<file path="config.mk">
export PLATFORM = sky130hd
export DESIGN_NAME = aes_req_arbiter_flat
export DESIGN_NICKNAME = d
export VERILOG_FILES = /design/src/rtl/aes_req_arbiter_pkg.sv /design/src/rtl/aes_req_arbiter_if.sv /design/src/rtl/aes_req_arbiter_rr_pick.sv /design/src/rtl/aes_req_arbiter.sv /design/src/flat_wrapper.sv
export SDC_FILE = /design/constraint.sdc
export NUM_CORES = 1
export LEC_CHECK = 0
export ABC_AREA = 1
export BUFFER_PORTS_ARGS = -buffer_cell sky130_fd_sc_hd__buf_2
export CAP_MARGIN = 10
export CORE_AREA = 2 2 425 427
export DETAILED_ROUTE_END_ITERATION = 12
export DIE_AREA = 0 0 427 429
export GPL_ROUTABILITY_DRIVEN = 0
export PLACE_DENSITY = 0.3
export SLEW_MARGIN = 30
export SYNTH_ARGS = -nofsm -noshare
export SYNTH_HDL_FRONTEND = slang
export SYNTH_SLANG_ARGS = --single-unit
export TNS_END_PERCENT = 1
</file>
<file path="constraint.sdc">
create_clock -name clk -period 3.4 [get_ports clk]
set_clock_uncertainty 0.05 [all_clocks]
set_input_delay 0.17 -clock clk [delete_from_list [all_inputs] [get_ports clk]]
set_output_delay 0.17 -clock clk [all_outputs]
set_load 0.03 [all_outputs]
</file>
<file path="src/rtl/aes_req_arbiter_pkg.sv">
// Shared state encoding, requester index type and helpers for the AES request arbiter.
package aes_req_arbiter_pkg;

    localparam int unsigned MAX_REQ   = 8;
    localparam int unsigned IDX_W     = $clog2(MAX_REQ);
    localparam int unsigned JOB_CNT_W = 16;

    typedef logic [IDX_W-1:0] idx_t;

    typedef enum logic [1:0] {
        ST_IDLE  = 2'd0,
        ST_FWD   = 2'd1,
        ST_DRAIN = 2'd2
    } state_e;

    // Round-robin successor of a requester index among n requesters.
    function automatic idx_t next_idx(input idx_t cur, input int unsigned n);
        return ((32'(cur) + 32'd1) >= n) ? '0 : idx_t'(cur + idx_t'(1));
    endfunction

endpackage

</file>
<file path="src/rtl/aes_req_arbiter_if.sv">
// Stream bundle between requesters, the arbiter and the AES controller FIFOs.
interface aes_req_arbiter_if #(
    parameter int unsigned NUM_REQ = 4,
    parameter int unsigned DATA_W  = 128,
    parameter int unsigned CMD_W   = 32
);
    logic [NUM_REQ-1:0]        req_tvalid;
    logic [NUM_REQ-1:0]        req_tready;
    logic [NUM_REQ-1:0]        req_tlast;
    logic [NUM_REQ*DATA_W-1:0] req_tdata;
    logic [NUM_REQ*CMD_W-1:0]  req_cmd;

    logic                      ctl_tvalid;
    logic                      ctl_tready;
    logic [DATA_W-1:0]         ctl_tdata;
    logic [CMD_W-1:0]          ctl_cmd;
    logic                      ctl_done;

    logic                      res_tvalid;
    logic                      res_tready;
    logic [DATA_W-1:0]         res_tdata;

    logic [NUM_REQ-1:0]        rsp_tvalid;
    logic [NUM_REQ-1:0]        rsp_tready;
    logic [DATA_W-1:0]         rsp_tdata;

    // Arbiter side
    modport slave (
        input  req_tvalid, req_tlast, req_tdata, req_cmd,
        input  ctl_tready, ctl_done,
        input  res_tvalid, res_tdata,
        input  rsp_tready,
        output req_tready,
        output ctl_tvalid, ctl_tdata, ctl_cmd,
        output res_tready,
        output rsp_tvalid, rsp_tdata
    );

    // Requesters plus controller side
    modport master (
        output req_tvalid, req_tlast, req_tdata, req_cmd,
        output ctl_tready, ctl_done,
        output res_tvalid, res_tdata,
        output rsp_tready,
        input  req_tready,
        input  ctl_tvalid, ctl_tdata, ctl_cmd,
        input  res_tready,
        input  rsp_tvalid, rsp_tdata
    );

endinterface

</file>
<file path="src/rtl/aes_req_arbiter_rr_pick.sv">
// Round-robin pick: first requesting bit at or after ptr, wrapping; one-hot, index and any-flag.
module aes_req_arbiter_rr_pick
    import aes_req_arbiter_pkg::*;
#(
    parameter int unsigned N = 4
) (
    input  logic [N-1:0] req,
    input  idx_t         ptr,
    output logic [N-1:0] onehot,
    output idx_t         idx,
    output logic         any
);

    always_comb begin
        onehot = '0;
        idx    = '0;
        any    = 1'b0;
        for (int unsigned k = 0; k < N; k++) begin
            for (int unsigned i = 0; i < N; i++) begin
                if (!any && req[i] && (((32'(ptr) + k) % N) == i)) begin
                    any       = 1'b1;
                    onehot[i] = 1'b1;
                    idx       = idx_t'(i);
                end
            end
        end
    end

endmodule

</file>
<file path="src/rtl/aes_req_arbiter.sv">
// Grants one requester at a time to the AES controller for a whole job (beats in, results out)
// and returns the controller's result stream to that requester.
module aes_req_arbiter
    import aes_req_arbiter_pkg::*;
#(
    parameter int unsigned NUM_REQ = 4,
    parameter int unsigned DATA_W  = 128,
    parameter int unsigned CMD_W   = 32
) (
    input  logic                 clk,
    input  logic                 reset,
    aes_req_arbiter_if.slave     bus,
    output logic [NUM_REQ-1:0]   grant,
    output logic                 busy,
    output logic                 proto_err,
    output logic [JOB_CNT_W-1:0] job_cnt
);

    state_e             state;
    idx_t               grant_idx;
    idx_t               rr_ptr;

    logic [NUM_REQ-1:0] pick_oh;
    idx_t               pick_idx;
    logic               pick_any;
    logic [CMD_W-1:0]   pick_cmd;

    logic               sel_valid;
    logic               sel_last;
    logic               sel_rsp_ready;
    logic [DATA_W-1:0]  sel_data;
    logic               fwd;
    logic               active;
    logic               beat_fire;

    aes_req_arbiter_rr_pick #(.N(NUM_REQ)) u_rr_pick (
        .req    (bus.req_tvalid),
        .ptr    (rr_ptr),
        .onehot (pick_oh),
        .idx    (pick_idx),
        .any    (pick_any)
    );

    // One-hot muxes: winner's command at arbitration, owner's stream while granted
    always_comb begin
        pick_cmd      = '0;
        sel_valid     = 1'b0;
        sel_last      = 1'b0;
        sel_rsp_ready = 1'b0;
        sel_data      = '0;
        for (int unsigned i = 0; i < NUM_REQ; i++) begin
            if (pick_oh[i]) begin
                pick_cmd = bus.req_cmd[i*CMD_W +: CMD_W];
            end
            if (grant[i]) begin
                sel_valid     = bus.req_tvalid[i];
                sel_last      = bus.req_tlast[i];
                sel_rsp_ready = bus.rsp_tready[i];
                sel_data      = bus.req_tdata[i*DATA_W +: DATA_W];
            end
        end
    end

    assign fwd       = (state == ST_FWD);
    assign active    = (state != ST_IDLE);
    assign beat_fire = fwd & sel_valid & bus.ctl_tready;

    // Zero-latency pass-through of both streams for the current owner only
    assign bus.req_tready = fwd ? (grant & {NUM_REQ{bus.ctl_tready}}) : '0;
    assign bus.ctl_tvalid = fwd & sel_valid;
    assign bus.ctl_tdata  = fwd ? sel_data : '0;
    assign bus.rsp_tvalid = active ? (grant & {NUM_REQ{bus.res_tvalid}}) : '0;
    assign bus.rsp_tdata  = bus.res_tdata;
    assign bus.res_tready = active & sel_rsp_ready;

    // Job sequencing: only tlast followed by ctl_done releases the grant
    always_ff @(posedge clk) begin
        if (reset) begin
            state       <= ST_IDLE;
            grant       <= '0;
            grant_idx   <= '0;
            rr_ptr      <= '0;
            bus.ctl_cmd <= '0;
            proto_err   <= 1'b0;
            job_cnt     <= '0;
            busy        <= 1'b0;
        end else begin
            case (state)
                ST_IDLE: begin
                    if (bus.ctl_done) begin
                        proto_err <= 1'b1;
                    end
                    if (pick_any) begin
                        state       <= ST_FWD;
                        grant       <= pick_oh;
                        grant_idx   <= pick_idx;
                        bus.ctl_cmd <= pick_cmd;
                        busy        <= 1'b1;
                    end
                end
                ST_FWD: begin
                    if (bus.ctl_done) begin
                        proto_err <= 1'b1;
                    end
                    if (beat_fire && sel_last) begin
                        state <= ST_DRAIN;
                    end
                end
                ST_DRAIN: begin
                    if (bus.ctl_done) begin
                        state   <= ST_IDLE;
                        grant   <= '0;
                        busy    <= 1'b0;
                        rr_ptr  <= next_idx(grant_idx, NUM_REQ);
                        job_cnt <= job_cnt + JOB_CNT_W'(1);
                    end
                end
                default: begin
                    state <= ST_IDLE;
                end
            endcase
        end
    end

endmodule

</file>
<file path="src/flat_wrapper.sv">
// flat-port wrapper written by rule: the top's interface ports become plain ports
module aes_req_arbiter_flat import aes_req_arbiter_pkg::*;
#(
    parameter int unsigned NUM_REQ = 4,
    parameter int unsigned DATA_W  = 128,
    parameter int unsigned CMD_W   = 32
)
  (clk, reset, grant, busy, proto_err, job_cnt, bus_req_tvalid, bus_req_tlast, bus_req_tdata, bus_req_cmd, bus_ctl_tready, bus_ctl_done, bus_res_tvalid, bus_res_tdata, bus_rsp_tready, bus_req_tready, bus_ctl_tvalid, bus_ctl_tdata, bus_ctl_cmd, bus_res_tready, bus_rsp_tvalid, bus_rsp_tdata);
  aes_req_arbiter_if #(.NUM_REQ(NUM_REQ), .DATA_W(DATA_W), .CMD_W(CMD_W)) bus_i ();
  input  logic clk;
  input  logic reset;
  output logic [NUM_REQ-1:0] grant;
  output logic busy;
  output logic proto_err;
  output logic [JOB_CNT_W-1:0] job_cnt;
  input wire logic [$bits(bus_i.req_tvalid)-1:0] bus_req_tvalid;
  input wire logic [$bits(bus_i.req_tlast)-1:0] bus_req_tlast;
  input wire logic [$bits(bus_i.req_tdata)-1:0] bus_req_tdata;
  input wire logic [$bits(bus_i.req_cmd)-1:0] bus_req_cmd;
  input wire logic [$bits(bus_i.ctl_tready)-1:0] bus_ctl_tready;
  input wire logic [$bits(bus_i.ctl_done)-1:0] bus_ctl_done;
  input wire logic [$bits(bus_i.res_tvalid)-1:0] bus_res_tvalid;
  input wire logic [$bits(bus_i.res_tdata)-1:0] bus_res_tdata;
  input wire logic [$bits(bus_i.rsp_tready)-1:0] bus_rsp_tready;
  output wire logic [$bits(bus_i.req_tready)-1:0] bus_req_tready;
  output wire logic [$bits(bus_i.ctl_tvalid)-1:0] bus_ctl_tvalid;
  output wire logic [$bits(bus_i.ctl_tdata)-1:0] bus_ctl_tdata;
  output wire logic [$bits(bus_i.ctl_cmd)-1:0] bus_ctl_cmd;
  output wire logic [$bits(bus_i.res_tready)-1:0] bus_res_tready;
  output wire logic [$bits(bus_i.rsp_tvalid)-1:0] bus_rsp_tvalid;
  output wire logic [$bits(bus_i.rsp_tdata)-1:0] bus_rsp_tdata;
  assign bus_i.req_tvalid = bus_req_tvalid;
  assign bus_i.req_tlast = bus_req_tlast;
  assign bus_i.req_tdata = bus_req_tdata;
  assign bus_i.req_cmd = bus_req_cmd;
  assign bus_i.ctl_tready = bus_ctl_tready;
  assign bus_i.ctl_done = bus_ctl_done;
  assign bus_i.res_tvalid = bus_res_tvalid;
  assign bus_i.res_tdata = bus_res_tdata;
  assign bus_i.rsp_tready = bus_rsp_tready;
  assign bus_req_tready = bus_i.req_tready;
  assign bus_ctl_tvalid = bus_i.ctl_tvalid;
  assign bus_ctl_tdata = bus_i.ctl_tdata;
  assign bus_ctl_cmd = bus_i.ctl_cmd;
  assign bus_res_tready = bus_i.res_tready;
  assign bus_rsp_tvalid = bus_i.rsp_tvalid;
  assign bus_rsp_tdata = bus_i.rsp_tdata;
  aes_req_arbiter #(.NUM_REQ(NUM_REQ), .DATA_W(DATA_W), .CMD_W(CMD_W)) u_core (.clk(clk), .reset(reset), .bus(bus_i), .grant(grant), .busy(busy), .proto_err(proto_err), .job_cnt(job_cnt));
endmodule
</file>
# After elaboration in Yosys (flattened, before gate mapping)
# Index checks and enable logic that the tools add are counted.
# Widths: inputs -> output; s select.
[classes]
reduce_logical = 60
bitwise = 5
n_eq_ne = 17
n_mux = 80
order_cmp = 1
addsub = 6
[ops]
columns = ["cell", "n"]
rows = [
  ["$mux 128", 5],
  ["$logic_not 32->1", 4],
  ["$mux 32", 4],
  ["$mux 1", 46],
  ["$mux 3", 14],
  ["$ge 32x3->1 const B", 1],
  ["$logic_and 1x1->1", 32],
  ["$eq 2x2->1 const B", 9],
  ["$add 16x1->16 const B", 1],
  ["$mux 4", 4],
  ["$logic_not 1->1", 15],
  ["$eq 2x1->1 const B", 5],
  ["$and 4x4->4", 2],
  ["$mux 2", 4],
  ["$pmux 4 s2", 1],
  ["$pmux 2 s3", 1],
  ["$reduce_and 2->1", 3],
  ["$reduce_and 3->1", 2],
  ["$add 2x1->2 const B", 2],
  ["$add 2x2->2 const B", 2],
  ["$add 3x1->4 const B", 1],
  ["$ne 2x2->1 const B", 2],
  ["$reduce_bool 2->1", 2],
  ["$and 1x1->1", 3],
  ["other kinds (4)", 4],
]
[word_totals]
elab_cells = 177
out_inout_bits = 320
reg_bits = 61
input_bits = 785

# Depth between registers and ports, before layout
[depth]
word_depth = 65
depth_mapped = 16
mapped_depth_nobuf = 15

# Modules after synthesis
# Synthesis repeated with hierarchy kept, for this count alone.
[hier_totals]
hier_cells = 1681
area_unflattened_um2 = 9206.3
[by_module_without_submodules]
columns = ["mod", "seq_area_each_um2", "cells_each", "area_per_inst_um2", "n_inst"]
rows = [
  ["aes_req_arbiter", 1241.2, 1610, 8823.5, 1],
  ["aes_req_arbiter_rr_pick", 0.0, 71, 382.9, 1],
]

# Least setup slack after synthesis
# Ideal clock, no wire load.
[synth_path]
path_type = "flip-flop to output port"
from = "register u_core.grant[0]"
to = "output bus_ctl_tdata[67]"
t_arrival_ns = 2.122
path_stages_with_launch = 9
path_buffers = 2
slack_ns = 1.058
required_time_ns = 3.180
cell_sequence = "dfxtp_1 > inv_1 > nor2_1 > clkbuf_1 > clkbuf_1 > a22oi_1 > nand2_1 > o21ai_0 > a21oi_1"
[synth_via]
elab_chain_cells = 5
[synth_lines]
columns = ["element", "line", "rtl"]
rows = [
  ["start, declared", "aes_req_arbiter.sv:13", "output logic [NUM_REQ-1:0] grant,"],
  ["start signal, assigned", "aes_req_arbiter.sv:95", "grant <= pick_oh;"],
  ["$mux 128 (4 in a row)", "aes_req_arbiter.sv:55", "if (grant[i]) begin"],
  ["$mux 128", "aes_req_arbiter.sv:71", "assign bus.ctl_tdata = fwd ? sel_data : '0;"],
  ["end, declared", "flat_wrapper.sv:27", "output wire logic [$bits(bus_i.ctl_tdata)-1:0] bus_ctl_tdata;"],
]
# No other way between the ends.

# Final worst setup path
[layout_path]
from = "register u_core.grant[0]"
to = "output bus_ctl_tdata[126]"
# The elaborated chain is that of the path after synthesis.

==> results.json <==
{
  "rsz0062_at_grt": "no",
  "postCtsHoldBufs": 0,
  "synthMuxAreaShare_pct": 0,
  "critical_path_class": "reg2out",
  "grt_pass1_wl_um": 118000,
  "drt-vias-per-instance": 2.98,
  "relSlewSlack_pct": 33.9,
  "drv_slew": 0,
  "peakVddDrop_mv": 0.211,
  "cts_max_level": 3,
  "via_count": 13347,
  "cts_buffers": 9,
  "cts_tree": "built",
  "clk_pin_slew_ps": 70,
  "synthAdderAreaFrac_pct": 0.300,
  "post_cts_resized": 0,
  "antenna_found_initial": 75,
  "grt_use_met1_pct": 10.8,
  "tns_ps": 0,
  "cts_buffer_depth": 2,
  "finalHoldViolations": 0,
  "clkPwrFrac_pct": 28.5,
  "combPwrFrac_pct": 50.7,
  "drtIter0Drc": 1132,
  "max_cap_violations": 0,
  "ioPinCount": 1105,
  "p_int_w": 0.00207,
  "cp_data_required_time_ps": 3180,
  "synth.ff_latch_count": 60,
  "synth-warning-count": 0,
  "status": "finished, final reports clean",
  "switching_share_pct": 45.6,
  "area_growth_syn_to_layout_pct": 77.9,
  "grt-ovfl-total": 0,
  "synth_xor_area_share_pct": 0.105,
  "die_area_mm2": 0.183,
  "final_common_cell": "buf_2",
  "io_buffer_count": 848,
  "mostFrequentLayoutCells": "848 x buf_2, 324 x nand2_1, 271 x o21ai_0",
  "synthSimpleGateAreaFrac_pct": 25.3,
  "min_period_ps": 2990,
  "drc": 0,
  "cp_slowest_cell": "dfxtp_1",
  "syn_area_per_cell_um2": 5.70,
  "die_h_um": 429,
  "final-setup-viol-count": 0,
  "syn_area_mm2": 0.00833,
  "multiInputGateArea_mm2": 0.00548,
  "power.switching_w": 0.00173,
  "synth_compound_area_share_pct": 39.6,
  "first_global_vias": 12662,
  "grt_max_degree": 92,
  "min_path_type": "in2reg",
  "rows": 155,
  "grt_usage_pct": 9.60,
  "worstMarginPinSlew_ps": 981,
  "syn_inst": 1461,
  "core_area_mm2": 0.178,
  "crit_path_max_incr_delay_ps": 420,
  "die_x_um": 427,
  "drt-wirelength-per-cell_um": 20.9,
  "hpwl_um": 81700,
  "met3_usage_pct": 4.16,
  "worstPathArrival_ps": 2770,
  "use_met2_pct": 16.7,
  "clockRootBuffer": "clkbuf_16",
  "seq_area_frac_synth_pct": 14.4,
  "insertion_delay_ps": 370,
  "cts.sinks": 60,
  "post-route-period-util_pct": 88.0,
  "start_kind": "flip-flop",
  "synth_top_family_by_area": "compound AO/OA/AOI/OAI gates",
  "top_usage_layer": "met2",
  "crit_chain": "inv_1 > nor2_4 > buf_12 > a22oi_1 > nand2_1 > o21ai_0 > a21oi_1 > buf_2",
  "post-route-util_pct": 8.33,
  "synth_cell_types": 36,
  "postCtsSetupRepairBufs": 0,
  "seq_power_share_pct": 20.8,
  "seqCellArea_mm2": 0.00120,
  "power_density_mw_per_mm2": 256,
  "wirelength_um": 93900,
  "num-nets-final": 2891,
  "max_freq_ghz": 0.334,
  "fill_cells": 21314,
  "crit_fanout": 68,
  "drt_pass1_iterations": 5,
  "cp-end-kind": "output pin",
  "ant_nets": 0,
  "start_util_pct": 4.68,
  "leakage_nw": 6.94,
  "syn_nets": 2248,
  "drive_above_1_share_pct": 43.7
}
[kinds of logic (layout without fill, tap and decap cells)]
group	after synthesis	in the layout
XOR/XNOR	1	1
AND/OR/NAND/NOR	512	512
adder cells (fa/ha/maj)	2	2
flip-flops	60	60
buffers and inverters	295	943
other	0	19
AO/OA/AOI/OAI	591	591
[power groups by stage]
stage / Clock (W) / Combinational [W] / Sequential (W)
after CTS: 0.00115 / 0.00196 / 0.000791
final: 0.00108 / 0.00193 / 0.000789
after global routing: 0.00116 / 0.00210 / 0.000796
after global placement: 0 / 0.00196 / 0.000808
after detailed placement: 0 / 0.00195 / 0.000806
after floorplan: 0 / 0.00114 / 0.000892
[cell type report]
class | instances | share of cell area (%)
sequential | 60 | 8.13
inverter | 43 | 1.19
antenna | 19 | 0.321
multi-input combinational | 1106 | 36.9
timing repair buffer | 884 | 31.4
clock inverter | 7 | 0.658
tap | 2355 | 19.9
clock buffer | 9 | 1.52
[flip-flops by register name, summed over array words and instances, names as in the netlist]
register	flops
u_core.bus.ctl_cmd	32
u_core.job_cnt	16
u_core.grant	4
u_core.grant_idx	2
u_core.rr_ptr	2
u_core.state	2
u_core.busy	1
u_core.proto_err	1
[synth_stat cells]
cell type  count  area share [%]
nand3_2        1            0.12
nand2_1      325              15
buf_2          6            0.36
ha_1           2            0.30
buf_4        130              12
clkbuf_1     100             4.5
dfxtp_1       60              14
xor2_1         1            0.11
o21ai_0      274              16
inv_1         40             1.8
nand3b_1       1           0.090
and3_1         2            0.15
nand3_1       46             2.8
a31o_2         1            0.11
nand2_4        2            0.27
buf_6         11             1.5
o2111ai_1      1            0.11
nor2_2         2            0.15
a21oi_1      150             9.0
o21ai_2        1            0.11
clkinv_1       2           0.090
nand4_2        2            0.30
o22ai_1        1           0.075
nor3b_1        1           0.090
nand4_1       14             1.1
nor2_4         1            0.14
nor4_1         1           0.075
nor2_1        91             4.1
nor3_1        21             1.3
a22oi_1      129              12
nand2_2        2            0.15
a31oi_1        2            0.15
a221o_1        1            0.12
inv_2          1           0.045
buf_1          5            0.23
o21ai_1       31             1.9
[per-stage QoR]
stage | total power (W) | hold WS, ps | worst slack (ps) | cells | cell area, µm²
3_3_place_gp | 0.00276 | 290 | 678 | 4448 | 14500
5_1_grt | 0.00405 | 63.9 | 257 | 4472 | 14800
2_1_floorplan | 0.00203 | 196 | 1060 | 1461 | 8330
4_1_cts | 0.00390 | 9.30 | 315 | 4464 | 14800
6_report | 0.00380 | 43.7 | 408 | 4483 | 14800
3_5_place_dp | 0.00276 | 290 | 656 | 4448 | 14500
[path summary, 6_finish.rpt]
path	start	end	slack (ps)	cells past startpoint
max	u_core.grant[0]$_SDFFE_PP0P_	bus_ctl_tdata[126]	410	8
min reg2reg	u_core.job_cnt[15]$_SDFFE_PP0P_	u_core.job_cnt[15]$_SDFFE_PP0P_	430	1
min	bus_req_cmd[102]	u_core.bus.ctl_cmd[6]$_SDFFE_PP0P_	40	5
max reg2reg	u_core.rr_ptr[1]$_SDFFE_PP0P_	u_core.grant_idx[1]$_SDFFE_PP0P_	690	16
[critical path: cells and delay by family, from the launching register on]
family / cells / cell delay (ps)
buf+inv: 3 / 710
compound gates: 3 / 680
flops: 1 / 420
simple gates: 2 / 340
[routing by layer]
layer	vias to the layer above	routed length, µm
met2	799	46300
met3	155	11100
met5	-	252
li1	6259	-
met1	6094	34800
met4	40	1420
Note: power is estimated with default switching activity, not from simulation.
